### src/rtl/layer_render_pipeline.sv
// Composites background tile, animated sprite and score glyphs into one colour index per pixel.
// Latency 3 cycles (address, ROM read, composite); oValid = iValid delayed 3; no back-pressure.
module layer_render_pipeline #(
  parameter int SCREEN_WIDTH  = 640,
  parameter int SCREEN_HEIGHT = 480,
  parameter int BG_WIDTH      = 260,
  parameter int BIRD_X        = 303,
  parameter int BIRD_WIDTH    = 34,
  parameter int BIRD_HEIGHT   = 24,
  parameter int BIRD_FRAMES   = 3,
  parameter int FLAP_DIV      = 6,
  parameter int SCROLL_DIV    = 1,
  parameter int NUM_DIGITS    = 3,
  parameter int DIGIT_WIDTH   = 24,
  parameter int DIGIT_HEIGHT  = 44,
  parameter int SCORE_X       = 10,
  parameter int SCORE_Y       = 10,
  parameter int SCORE_MARGIN  = 5,
  parameter int LEADING_ZEROS = 0
) (
  input  logic        iClock,
  input  logic        iReset,
  input  logic        iValid,
  input  logic [18:0] iAddress,
  input  logic [9:0]  iBirdY,
  input  logic [15:0] iScore,
  output logic [16:0] oBgAddr,
  input  logic [15:0] iBgIdx,
  output logic [11:0] oBirdAddr,
  input  logic [15:0] iBirdIdx,
  output logic [13:0] oDigitAddr,
  input  logic [15:0] iDigitIdx,
  output logic [15:0] oColorIndex,
  output logic        oValid
);

  localparam int MAX_SCORE = (10 ** NUM_DIGITS) - 1;
  localparam int PITCH     = DIGIT_WIDTH + SCORE_MARGIN;

  typedef enum logic [1:0] {IDLE, CONVERT, DONE} conv_state_t;

  // Position counters hold the coordinates of the next pixel to arrive.
  logic [10:0] x_q, y_q;
  logic [15:0] bgx_q;
  logic [16:0] row_q;
  logic [15:0] scroll_q, scroll_nxt_q, scroll_div_q;
  logic [7:0]  anim_q, anim_nxt_q;
  logic [15:0] anim_div_q;
  logic [9:0]  bird_y_q;

  logic        frame_start;
  logic [10:0] cur_x, cur_y;
  logic [15:0] cur_bgx, cur_scroll;
  logic [16:0] cur_row;
  logic [7:0]  cur_anim;
  logic [9:0]  cur_bird_y;

  // The frame-start pixel itself already sees the new frame's state.
  assign frame_start = iValid && (iAddress == 19'd0);
  assign cur_x       = frame_start ? 11'd0 : x_q;
  assign cur_y       = frame_start ? 11'd0 : y_q;
  assign cur_bgx     = frame_start ? scroll_nxt_q : bgx_q;
  assign cur_scroll  = frame_start ? scroll_nxt_q : scroll_q;
  assign cur_row     = frame_start ? 17'd0 : row_q;
  assign cur_anim    = frame_start ? anim_nxt_q : anim_q;
  assign cur_bird_y  = frame_start ? iBirdY : bird_y_q;

  always_ff @(posedge iClock or posedge iReset) begin
    if (iReset) begin
      x_q          <= '0;
      y_q          <= '0;
      bgx_q        <= '0;
      row_q        <= '0;
      scroll_q     <= '0;
      scroll_nxt_q <= '0;
      scroll_div_q <= '0;
      anim_q       <= '0;
      anim_nxt_q   <= '0;
      anim_div_q   <= '0;
      bird_y_q     <= '0;
    end else begin
      if (frame_start) begin
        bird_y_q <= iBirdY;
        scroll_q <= scroll_nxt_q;
        anim_q   <= anim_nxt_q;
        if (scroll_div_q == 16'(SCROLL_DIV - 1)) begin
          scroll_div_q <= '0;
          scroll_nxt_q <= (scroll_nxt_q == 16'(BG_WIDTH - 1)) ? 16'd0 : scroll_nxt_q + 16'd1;
        end else begin
          scroll_div_q <= scroll_div_q + 16'd1;
        end
        if (anim_div_q == 16'(FLAP_DIV - 1)) begin
          anim_div_q <= '0;
          anim_nxt_q <= (anim_nxt_q == 8'(BIRD_FRAMES - 1)) ? 8'd0 : anim_nxt_q + 8'd1;
        end else begin
          anim_div_q <= anim_div_q + 16'd1;
        end
      end
      if (iValid) begin
        if (cur_x == 11'(SCREEN_WIDTH - 1)) begin
          x_q   <= '0;
          y_q   <= cur_y + 11'd1;
          bgx_q <= cur_scroll;
          row_q <= cur_row + 17'(BG_WIDTH);
        end else begin
          x_q   <= cur_x + 11'd1;
          y_q   <= cur_y;
          bgx_q <= (cur_bgx == 16'(BG_WIDTH - 1)) ? 16'd0 : cur_bgx + 16'd1;
          row_q <= cur_row;
        end
      end
    end
  end

  // Sprite region, compared at 11 bits so a low sprite clips instead of wrapping.
  logic [10:0] bird_top, bird_bot;
  logic        in_bird;
  logic [11:0] bird_addr;

  assign bird_top  = {1'b0, cur_bird_y};
  assign bird_bot  = bird_top + 11'(BIRD_HEIGHT);
  assign in_bird   = (cur_x >= 11'(BIRD_X)) && (cur_x < 11'(BIRD_X + BIRD_WIDTH)) &&
                     (cur_y >= bird_top) && (cur_y < bird_bot);
  assign bird_addr = in_bird ? (12'(cur_anim) * 12'(BIRD_WIDTH * BIRD_HEIGHT) +
                                12'(cur_y - bird_top) * 12'(BIRD_WIDTH) +
                                12'(cur_x - 11'(BIRD_X))) : 12'd0;

  logic [3:0]  disp_dig [NUM_DIGITS];
  logic [3:0]  work_dig [NUM_DIGITS];
  logic        glyph_hit, glyph_vis, glyph_seen, in_glyph_rows;
  logic [3:0]  glyph_digit;
  logic [10:0] glyph_col;
  logic [13:0] digit_addr;

  assign in_glyph_rows = (cur_y >= 11'(SCORE_Y)) && (cur_y < 11'(SCORE_Y + DIGIT_HEIGHT));

  // glyph_seen turns on at the first non-zero digit; the rightmost glyph always shows.
  always_comb begin
    glyph_hit   = 1'b0;
    glyph_vis   = 1'b0;
    glyph_digit = '0;
    glyph_col   = '0;
    glyph_seen  = (LEADING_ZEROS != 0);
    for (int g = 0; g < NUM_DIGITS; g++) begin
      glyph_seen = glyph_seen || (disp_dig[g] != 4'd0) || (g == NUM_DIGITS - 1);
      if ((cur_x >= 11'(SCORE_X + g * PITCH)) && (cur_x < 11'(SCORE_X + g * PITCH + DIGIT_WIDTH))) begin
        glyph_hit   = 1'b1;
        glyph_vis   = glyph_seen;
        glyph_digit = disp_dig[g];
        glyph_col   = cur_x - 11'(SCORE_X + g * PITCH);
      end
    end
    glyph_hit = glyph_hit && in_glyph_rows;
  end

  assign digit_addr = glyph_hit ? (14'(glyph_digit) * 14'(DIGIT_WIDTH * DIGIT_HEIGHT) +
                                   14'(cur_y - 11'(SCORE_Y)) * 14'(DIGIT_WIDTH) +
                                   14'(glyph_col)) : 14'd0;

  logic v1_q, v2_q;
  logic bird_f1_q, bird_f2_q, glyph_f1_q, glyph_f2_q;

  always_ff @(posedge iClock or posedge iReset) begin
    if (iReset) begin
      v1_q        <= 1'b0;
      v2_q        <= 1'b0;
      oValid      <= 1'b0;
      oBgAddr     <= '0;
      oBirdAddr   <= '0;
      oDigitAddr  <= '0;
      bird_f1_q   <= 1'b0;
      bird_f2_q   <= 1'b0;
      glyph_f1_q  <= 1'b0;
      glyph_f2_q  <= 1'b0;
      oColorIndex <= '0;
    end else begin
      v1_q   <= iValid;
      v2_q   <= v1_q;
      oValid <= v2_q;
      if (iValid) begin
        oBgAddr    <= 17'(cur_bgx) + cur_row;
        oBirdAddr  <= bird_addr;
        oDigitAddr <= digit_addr;
        bird_f1_q  <= in_bird;
        glyph_f1_q <= glyph_hit && glyph_vis;
      end
      bird_f2_q  <= bird_f1_q;
      glyph_f2_q <= glyph_f1_q;
      if (v2_q) begin
        if (bird_f2_q && (iBirdIdx != 16'd0))
          oColorIndex <= iBirdIdx;
        else if (glyph_f2_q && (iDigitIdx != 16'd0))
          oColorIndex <= iDigitIdx;
        else
          oColorIndex <= iBgIdx;
      end
    end
  end

  // Score conversion: repeated subtraction, one power of ten per cycle, leftmost glyph first.
  conv_state_t conv_state;
  logic [15:0] conv_val, cur_pow, conv_rem, score_clamped;
  logic [3:0]  conv_g, conv_acc, digit_now;
  logic        digit_resolved;

  always_comb begin
    cur_pow = 16'd1;
    for (int g = 0; g < NUM_DIGITS; g++)
      if (conv_g == 4'(g)) cur_pow = 16'(10 ** (NUM_DIGITS - 1 - g));
  end

  assign conv_rem       = conv_val - cur_pow;
  assign digit_resolved = (conv_val < cur_pow) || (conv_rem < cur_pow);
  assign digit_now      = (conv_val < cur_pow) ? conv_acc : conv_acc + 4'd1;
  assign score_clamped  = ({16'd0, iScore} > 32'(MAX_SCORE)) ? 16'(MAX_SCORE) : iScore;

  always_ff @(posedge iClock or posedge iReset) begin
    if (iReset) begin
      conv_state <= IDLE;
      conv_val   <= '0;
      conv_g     <= '0;
      conv_acc   <= '0;
      for (int g = 0; g < NUM_DIGITS; g++) begin
        work_dig[g] <= '0;
        disp_dig[g] <= '0;
      end
    end else begin
      if (conv_state == DONE)
        for (int g = 0; g < NUM_DIGITS; g++) disp_dig[g] <= work_dig[g];
      if (frame_start) begin
        conv_state <= CONVERT;
        conv_val   <= score_clamped;
        conv_g     <= '0;
        conv_acc   <= '0;
      end else begin
        case (conv_state)
          CONVERT: begin
            if (conv_val >= cur_pow) begin
              conv_val <= conv_rem;
              conv_acc <= conv_acc + 4'd1;
            end
            if (digit_resolved) begin
              for (int g = 0; g < NUM_DIGITS; g++)
                if (conv_g == 4'(g)) work_dig[g] <= digit_now;
              conv_acc <= '0;
              if (conv_g == 4'(NUM_DIGITS - 1))
                conv_state <= DONE;
              else
                conv_g <= conv_g + 4'd1;
            end
          end
          DONE:    conv_state <= IDLE;
          default: conv_state <= IDLE;
        endcase
      end
    end
  end

endmodule

### config.mk
export PLATFORM = sky130hd
export DESIGN_NAME = layer_render_pipeline
export DESIGN_NICKNAME = d
export VERILOG_FILES = /design/src/rtl/layer_render_pipeline.sv
export SDC_FILE = /design/constraint.sdc
export NUM_CORES = 1
export LEC_CHECK = 0
export ABC_AREA = 1
export CAP_MARGIN = 30
export CORE_MARGIN = 2
export CORE_UTILIZATION = 35
export CTS_BUF_LIST = sky130_fd_sc_hd__clkbuf_4 sky130_fd_sc_hd__clkbuf_8
export DETAILED_ROUTE_END_ITERATION = 10
export SYNTH_ARGS = -nofsm -noshare
export SYNTH_HDL_FRONTEND = slang
export SYNTH_SLANG_ARGS = --single-unit
### constraint.sdc
create_clock -name iClock -period 24.8 [get_ports iClock]
set_input_delay 4.96 -clock iClock [delete_from_list [all_inputs] [get_ports iClock]]
set_output_delay 4.96 -clock iClock [all_outputs]
set_load 0.05 [all_outputs]
# Word level (Yosys, flattened, before mapping)
# Cells that the tools add are included.
# word_totals
regBits	261
input_bits	96
output_inout_bits	60
elab_cells	174
# op_classes
add_sub_neg	23
n_mul	4
order_cmp	16
n_eq_ne	12
n_mux	52
bitwise	1
reduce_logical	34
# op_table
cell	count
$mux W16	15
$mux W11	7
$add A16 B1 Y16 const B	4
$mux W4	12
$mux W17	2
$lt A11 B6 Y1 const B	3
$eq A16 B9 Y1 const B	2
$lt A16 B16 Y1	2
$reduce_bool A16 Y1	2
$add A12 B12 Y12	2
$add A11 B1 Y11 const B	2
$ge A11 B4 Y1 const B	2
$logic_not A19 Y1	1
$add A16 B17 Y17	1
$add A17 B9 Y17 const B	1
$eq A16 B3 Y1 const B	1
$ge A16 B16 Y1	1
$gt A16 B10 Y1 const B	1
$logic_not A16 Y1	1
$mux W8	2
$sub A16 B16 Y16	1
$add A14 B11 Y14	1
$add A14 B14 Y14	1
$mul A14 B2 Y11 const B	1
other kinds (43)	74

# Depth between registers and ports, before layout
# Gate-level depths: netlist of the first run.
# depth
word_depth	12
depth_mapped	44
depth_no_buf	43

# Worst setup path after synthesis of the first run
# Ideal clock, no wire load.
# synth_path
path_type	input-to-reg
startpoint	input port iAddress[9]
endpoint	register oBirdAddr[11]
setup_time_ns	0.118
t_arrival_ns	10.791
required_ns	24.682
slack_ns	13.891
stages	38
path_buffers	6
cell_sequence	or2_2 -> nor2_2 -> nand3_2 -> buf_6 -> buf_6 -> buf_6 -> buf_4 -> clkbuf_1 -> clkbuf_1 -> o21ai_0 -> inv_1 -> ha_1 -> ha_1 -> inv_1 -> fa_1 -> inv_1 -> ha_1 -> a21oi_1 -> [... 2 more ...] -> ha_1 -> fa_1 -> inv_1 -> ha_1 -> inv_1 -> nor4_1 -> nand2_1 -> nand2_1 -> a31oi_1 -> nand3b_1 -> nand2_1 -> inv_1 -> nand2_1 -> nand2_1 -> nand2_1 -> nand2_1 -> nand2_1 -> nand2_1
# synth_via
elab_cells_between_ends	21
classes_between	add/sub (5); mul (2); order compare (4); mux (5); reduce/logical (5)
# synth_lines
element	line_no	source
from (decl)	24	input logic [18:0] iAddress,
$logic_not A19 Y1	59	assign frame_start = iValid && (iAddress == 19'd0);
$logic_and A1 B1 Y1	59	
$mux W8	n/a	
named net cur_anim[0]	55	logic [7:0] cur_anim;
$mul A8 B6 Y8	124	assign bird_addr = in_bird ? (12'(cur_anim) * 12'(BIRD_WIDTH * BIRD_HEIGHT) +
$add A12 B12 Y12	124	
$add A12 B12 Y12	125	12'(cur_y - bird_top) * 12'(BIRD_WIDTH) +
$mux W12	124	
to (signal assigned)	182	oBirdAddr <= bird_addr;
to (decl)	29	output logic [11:0] oBirdAddr,
# The timed path passes the listed nets, and every way through them passes these cells.
# A chain may end at the register's enable or synchronous reset.

# Final worst setup path of the first run
# layout_path
startpoint	input port iValid
endpoint	register oBirdAddr[11]
# layout_via
elab_chain_cells	7
elab_cells_between_ends	20
classes_between	add/sub (5); mul (2); order compare (4); mux (5); reduce/logical (4)
# layout_lines
element	line_no	source
from (decl)	23	input logic iValid,
$logic_and A1 B1 Y1	59	
$mux W11, or another cell as far along	61	assign cur_y = frame_start ? 11'd0 : y_q;
$sub A11 B10 Y12, or another cell as far along	125	
$mul A12 B5 Y11 / $logic_and A1 B1 Y1 (equally long branches)	125, 122	
$add A12 B12 Y12 / $logic_and A1 B1 Y1 (equally long branches)	124, 122	
$add A12 B12 Y12 / $logic_and A1 B1 Y1 (equally long branches)	125, 123	
$mux W12	124	
# Several ways; a longest one is shown, not always the timed one.

==> results of run 1 <==
metal layers:
layer,part of all wire [%],vias to the layer above,routed length (um)
li1,-,8112,-
met1,44,7584,22300
met2,48,366,24300
met4,2.9,0,1460
met3,4.5,98,2270
met5,0,-,0
cell type report:
| type | instances | area [sq um] | share of cell area, % |
|---|---|---|---|
| inverters | 384 | 1450 | 6.67 |
| multi-input cells | 1663 | 10100 | 46.6 |
| flip-flops and latches | 261 | 6530 | 30.1 |
| clock inverters | 11 | 88.8 | 0.409 |
| clock buffers | 83 | 1050 | 4.82 |
| repair buffers | 165 | 1650 | 7.58 |
| well taps | 680 | 851 | 3.91 |
cells in the final DEF, fill, tap and decap left out, drive strengths merged, types with 54 or more instances in the layout:
master	count
dfrtp	261
nand4	54
ha	138
o21ai	183
a21oi	89
clkdlybuf4s50	155
inv	383
xor2	110
nor2	144
nand3	128
clkbuf	83
nand2	532
cell families (layout without fill, tap and decap cells):
| kind of cell | after synthesis | in the layout | share of synthesized area, % |
|---|---|---|---|
| and+or+nand+nor | 960 | 960 | 23.1 |
| buffers and inverters | 436 | 643 | 9.30 |
| AOI/OAI and AO/OA | 393 | 393 | 12.8 |
| DFF | 261 | 261 | 35.6 |
| adders and majority gates | 160 | 160 | 11.8 |
| xor gates and xnor gates | 139 | 139 | 6.64 |
| muxes | 11 | 11 | 0.675 |
sequential cells by signal, indices dropped and copies added (netlist names), 4 cells and up:
name	count
anim_div_q	16
anim_nxt_q	8
anim_q	8
bgx_q	16
bird_y_q	10
conv_acc	4
conv_g	4
conv_val	16
disp_dig	12
oBgAddr	17
oBirdAddr	12
oColorIndex	16
oDigitAddr	14
row_q	17
scroll_div_q	16
scroll_nxt_q	16
scroll_q	16
work_dig	12
x_q	11
y_q	11
how the worst max path moves through the flow:
stage                start                   endpoint  slack [ns]  depth (start not counted)
floorplan           iReset  anim_div_q[0]$_DFFE_PP0P_       12.66                          1
CTS                 iValid  oBirdAddr[11]$_DFFE_PP0P_       12.86                         36
detailed placement  iValid  oBirdAddr[11]$_DFFE_PP0P_       12.19                         40
finish              iValid  oBirdAddr[11]$_DFFE_PP0P_       12.81                         36
global route        iValid  oBirdAddr[11]$_DFFE_PP0P_       12.14                         35
global placement    iValid  oBirdAddr[11]$_DFFE_PP0P_       12.31                         36
where the power goes:
part           switching [W]  total [W]  internal [W]
logic               0.000330   0.000536      0.000206
clock network       0.000198   0.000475      0.000277
registers          0.0000306   0.000491      0.000460
total               0.000559    0.00150      0.000943
stage by stage:
stage	hold slack (ns)	power, W
after floorplan	0.331	0.000885
after global placement	0.341	0.00102
after detailed placement	0.345	0.00103
after CTS	0.358	0.00152
after global routing	0.373	0.00162
final	0.357	0.00150
==> impl_results.md, run 1 <==
- Worst Reg-to-Reg Cells: 30
- DR vias: ~16000
- Outcome: finished clean
- Top post-synthesis cells by area: dfrtp_1 (36%), nand2_1 (11%), ha_1 (9.4%)
- DR WL/cell: 15.5 um
- Hold_sp: v1_q$_DFF_PP0_
- Area leader, netlist: dfrtp_1
- Synthesized area: 18300 sq um
- GR Util All Layers: a little under a fifth
- Placed inst area: 20600 sq um
- DP Cell Count: 3152
- Pwr dens: 69.1 nW/um^2
- Unrepaired setup endpoints after global routing: false
- Worst Hold Path EP: v2_q$_DFF_PP0_
- First-pass GRT wire length: 82500 um
- Flops & latches, synth: ~260
- Vias in the first global route: 16400
- Site Rows: 83
- Post-layout util: 42.1%
- DRC Markers: 0
- Met2 GRT Util: 32.9%
- Routability Congestion: 0.922
- Final instance count without filler cells: 3247
- Area delta synth->final: 18.5%
- Worst skew pair latency: 0.65 ns
- Worst-case clock skew: slightly above 0.04 ns
- Cts hold-fix bufs: 0
- Yosys warnings: 0
- Die H: between 200 and 250 um
- DRT iter0 DRCs: 1093
- Drt pass-1 iters: 5
- Hold Crit Class: reg -> reg
- Slew Viols, Final: 0
- Antenna Diode Count: 0
- Final Instance Area: 21700 sq um
- Largest net degree at the start of global routing: 128
- CP bufs+invs: 7
- Die X: 233 um
- Syn Nets: 2616
- CP peak stage delay: 0.58 ns
- Sink Count: 261
- Worst Tran Pin Value: 0.898 ns
- Final setup viols: 0
- Most used DFF post-synth: dfrtp_1
- Clk root buf: clkbuf_8
- Final hold vios: 0
- Leakage: 11.0 nW
- Top-area cell type share of the netlist area: 35.6%
- CTS buffer count: 50
- RR Endpoint: oBirdAddr[11]$_DFFE_PP0P_
- Final-layout fill cell count: 5222
- Core Box Area: ~52000 sq um
- Buffers on Ports: 155
- Setup bufs post-CTS: 0
- Fmax: approximately 0.083 GHz
- Worst vdd ir: 0.0000435 V
- Number of max-cap violations: 0
- Via density: 4.98
- Syn_area_per_cell: 7.77 sq um
- Share of synthesized registers carrying an async set or reset: 100%
- Die Area: 54300 sq um
- R2R Setup Slk: 19.03 ns
- Max FO, Critical Path: 47
- Layout cell share with drive strength beyond 1: approximately 7.0%
- Post-synth EDFFs: 0
- H-Tree Depth: 2
- Kind of critical path: in -> reg
- Io pins: 156
- GR Util met1: 23.4%
- Dpl ws: 12.19 ns
- GR peak layer: met2
- Reg2reg start: y_q[2]$_DFFE_PP0P_
- Routed WL: slightly above 50000 um
- Count leader, synth: nand2_1
- Hold Path Cell Cnt: 0
- Nets@finish: ~2800
- Period minus WS final: 11.99 ns
- Crit-path most repeated cell: nand2_1
- Clock transition at path regs: 0.06 ns
- Crit-path slowest cell: inv_2
- Kind of end point of the critical path: register
- Relative slew slack: 40.1%
- Register area share after synthesis: 35.6%
- Yosys cell types: 63
- Synth Instances: approximately 2400
- Initial antenna violation count: 0
- Most instantiated cells after synthesis: nand2_1 (524), inv_1 (371), dfrtp_1 (261)
- Detailed placement HPWL: 38500 um
- PnR worst setup slack: 12.81 ns
- Worst-case clock buffer depth: 3
- Post-CTS Resized: 0
- Initial core utilization: 35.5%
- Crit path arrival time: 12.50 ns
- Period utilisation layout: 48.4%
- Met3 usage: between 3 and 4%
- Top Family by Delay on Critical Path: adder cells
- Global route overflow: 0
- Worst EP required: 25.31 ns
- Type of element launching the critical path: input pin
- Post-DRT Antenna Nets: 0
- CTS tree: built
- Post-route setup TNS: 0 ns
Note: power is estimated with default switching activity, not from simulation.
==> run 2: changes to the inputs <==
Clock period 24.8 ns to 9.7 ns, I/O delays scaled along.
==> impl_results.md, run 2 (synthesis results as in run 1) <==
- Outcome: finished clean
- Global route overflow: 0
- Crit-path slowest cell: fa_1
- Final-layout fill cell count: 5198
- Die X: 233 um
- Period utilisation layout: 81.6%
- Via density: 4.99
- Final setup viols: 0
- Final hold vios: 0
- Clk root buf: clkbuf_8
- Storage cell area: 6530 sq um
- Final Instance Area: 21800 sq um
- CP bufs+invs: 6
- Relative slew slack: 38.8%
- Placed inst area: ~21000 sq um
- Switching fraction of total power: 36.8%
- DRC Markers: 0
- Drt pass-1 iters: 5
- Flop pwr share: roughly a third
- DR vias: approximately 16000
- Slew Viols, Final: 0
- Largest net degree at the start of global routing: 133
- Nets@finish: approximately 2800
- CTS buffer count: 52
- DRT iter0 DRCs: 1044
- Net switching power figure: around 0.0014 W
- CTS tree: built
- Die H: about 230 um
- Type of element launching the critical path: input pin
- R2R Setup Slk: 4.02 ns
- Logic pwr share: about a third
- Commonest non-fill, non-tap cells in the layout: nand2_1 (524), inv_1 (370), dfrtp_1 (261)
- Post-CTS Resized: 0
- Worst-case clock skew: 0.0344 ns
- Site Rows: 83
- Routed WL: 50200 um
- Clock power frac: 32.3%
- Vias in the first global route: 16600
- Worst skew pair latency: 0.63 ns
- Worst-case clock buffer depth: 3
- Initial core utilization: between 30% and 40%
- Final instance count without filler cells: 3248
- Worst Reg-to-Reg Cells: 30
- Routability Congestion: 0.918
- Unrepaired setup endpoints after global routing: false
- CP peak stage delay: 0.45 ns
- RR Endpoint: oBirdAddr[11]$_DFFE_PP0P_
- Post-DRT Antenna Nets: 0
- Sink Count: 261
- Pwr dens: approximately 180 nW/um^2
- Fmax: ~0.13 GHz
- DP Cell Count: 3154
- Worst vdd ir: 0.000126 V
- Hold_sp: v1_q$_DFF_PP0_
- Crit-path most repeated cell: nand2_1
- Initial antenna violation count: 0
- Top Family by Delay on Critical Path: adder cells
- GR Util All Layers: 19.0%
- First-pass GRT wire length: 83800 um
- Crit path arrival time: 8.42 ns
- Hold Path Cell Cnt: 0
- H-Tree Depth: 2
- Hold_ws: about 0.35 ns
- Area delta synth->final: 18.8%
- Multi-input combinational cell area: 10100 sq um
- Pwr Total: 0.00387 W
- Reg2reg start: y_q[2]$_DFFE_PP0P_
- Largest regs: oBgAddr: 17 flops, row_q: 17 flops
- Worst EP required: 10.21 ns
- Internal power: 0.00245 W
- DR WL/cell: 15.5 um
- Commonest non-fill, non-tap cell in the layout: nand2_1
- Worst Tran Pin Value: 0.918 ns
- Antenna Diode Count: 0
- Detailed placement HPWL: 38000 um
- Die Area: 54300 sq um
- Number of max-cap violations: 0
- Io pins: 156
- Core Box Area: 51600 sq um
- Kind of critical path: in -> reg
- Post-route setup TNS: 0 ns
- Buffers on Ports: ~160
- Hold Crit Class: reg -> reg
- Period minus WS final: about 8 ns
- Kind of end point of the critical path: register
- Max FO, Critical Path: 17
- Clock transition at path regs: approximately 0.06 ns
- Layout cell share with drive strength beyond 1: 7.05%
- Worst Hold Path EP: v2_q$_DFF_PP0_
- Leakage: 11.0 nW
- Setup bufs post-CTS: 0
- Cts hold-fix bufs: 0
==> run 2: cell types whose count changed in the layout (fill, tap and decap cells not counted), sizes merged <==
| cell | delta |
|---|---|
| clkinv | +2 |
| clkbuf | -4 |
| bufinv | +2 |
| clkinvlp | -1 |
| buf | +2 |
==> run 2: how the worst max path moves through the flow <==
stage | start | end | slack, ns | cells after the start
finish | iAddress[9] | oBirdAddr[11]$_DFFE_PP0P_ | 1.79 | 34
global route | iValid | oBirdAddr[11]$_DFFE_PP0P_ | 1.34 | 37
CTS | iAddress[9] | oBirdAddr[11]$_DFFE_PP0P_ | 1.88 | 34
detailed placement | iAddress[9] | oBirdAddr[11]$_DFFE_PP0P_ | 1.22 | 34
global placement | iValid | oBirdAddr[11]$_DFFE_PP0P_ | 1.30 | 36
floorplan | iReset | anim_div_q[0]$_DFFE_PP0P_ | 0.58 | 1
==> run 2: power groups by stage <==
stage	Combinational, W	Sequential [W]	Clock (W)
final	0.00136	0.00125	0.00125
after CTS	0.00137	0.00125	0.00130
after floorplan	0.000964	0.00130	0
after detailed placement	0.00137	0.00127	0
after global routing	0.00157	0.00127	0.00134
after global placement	0.00135	0.00127	0
==> run 2: area by class of cell <==
cell class | count | area share, %
Clock inverter | 14 | 0.695
Timing Repair Buffer | 167 | 7.68
Multi-Input combinational cell | 1663 | 46.4
Clock buffer | 79 | 4.65
Sequential cell | 261 | 30.0
Tap cell | 680 | 3.91
Inverter | 384 | 6.65
==> run 2: metal layers <==
metal  track usage [%]  vias to the layer above  part of all wire (%)
li1                  -                     8117                     -
met1              23.7                     7669                    45
met2              33.3                      339                    48
met3              2.88                       79                   4.3
met4              6.21                        0                   2.5
met5                 0                        -                     0
==> run 2: metrics by stage <==
step | utilization (%) | worst slack, ns
2_1_floorplan | - | 0.576
3_3_place_gp | 39.9 | 1.30
3_5_place_dp | 39.9 | 1.22
4_1_cts | 42.2 | 1.88
5_1_grt | 42.2 | 1.34
6_report | 42.2 | 1.79
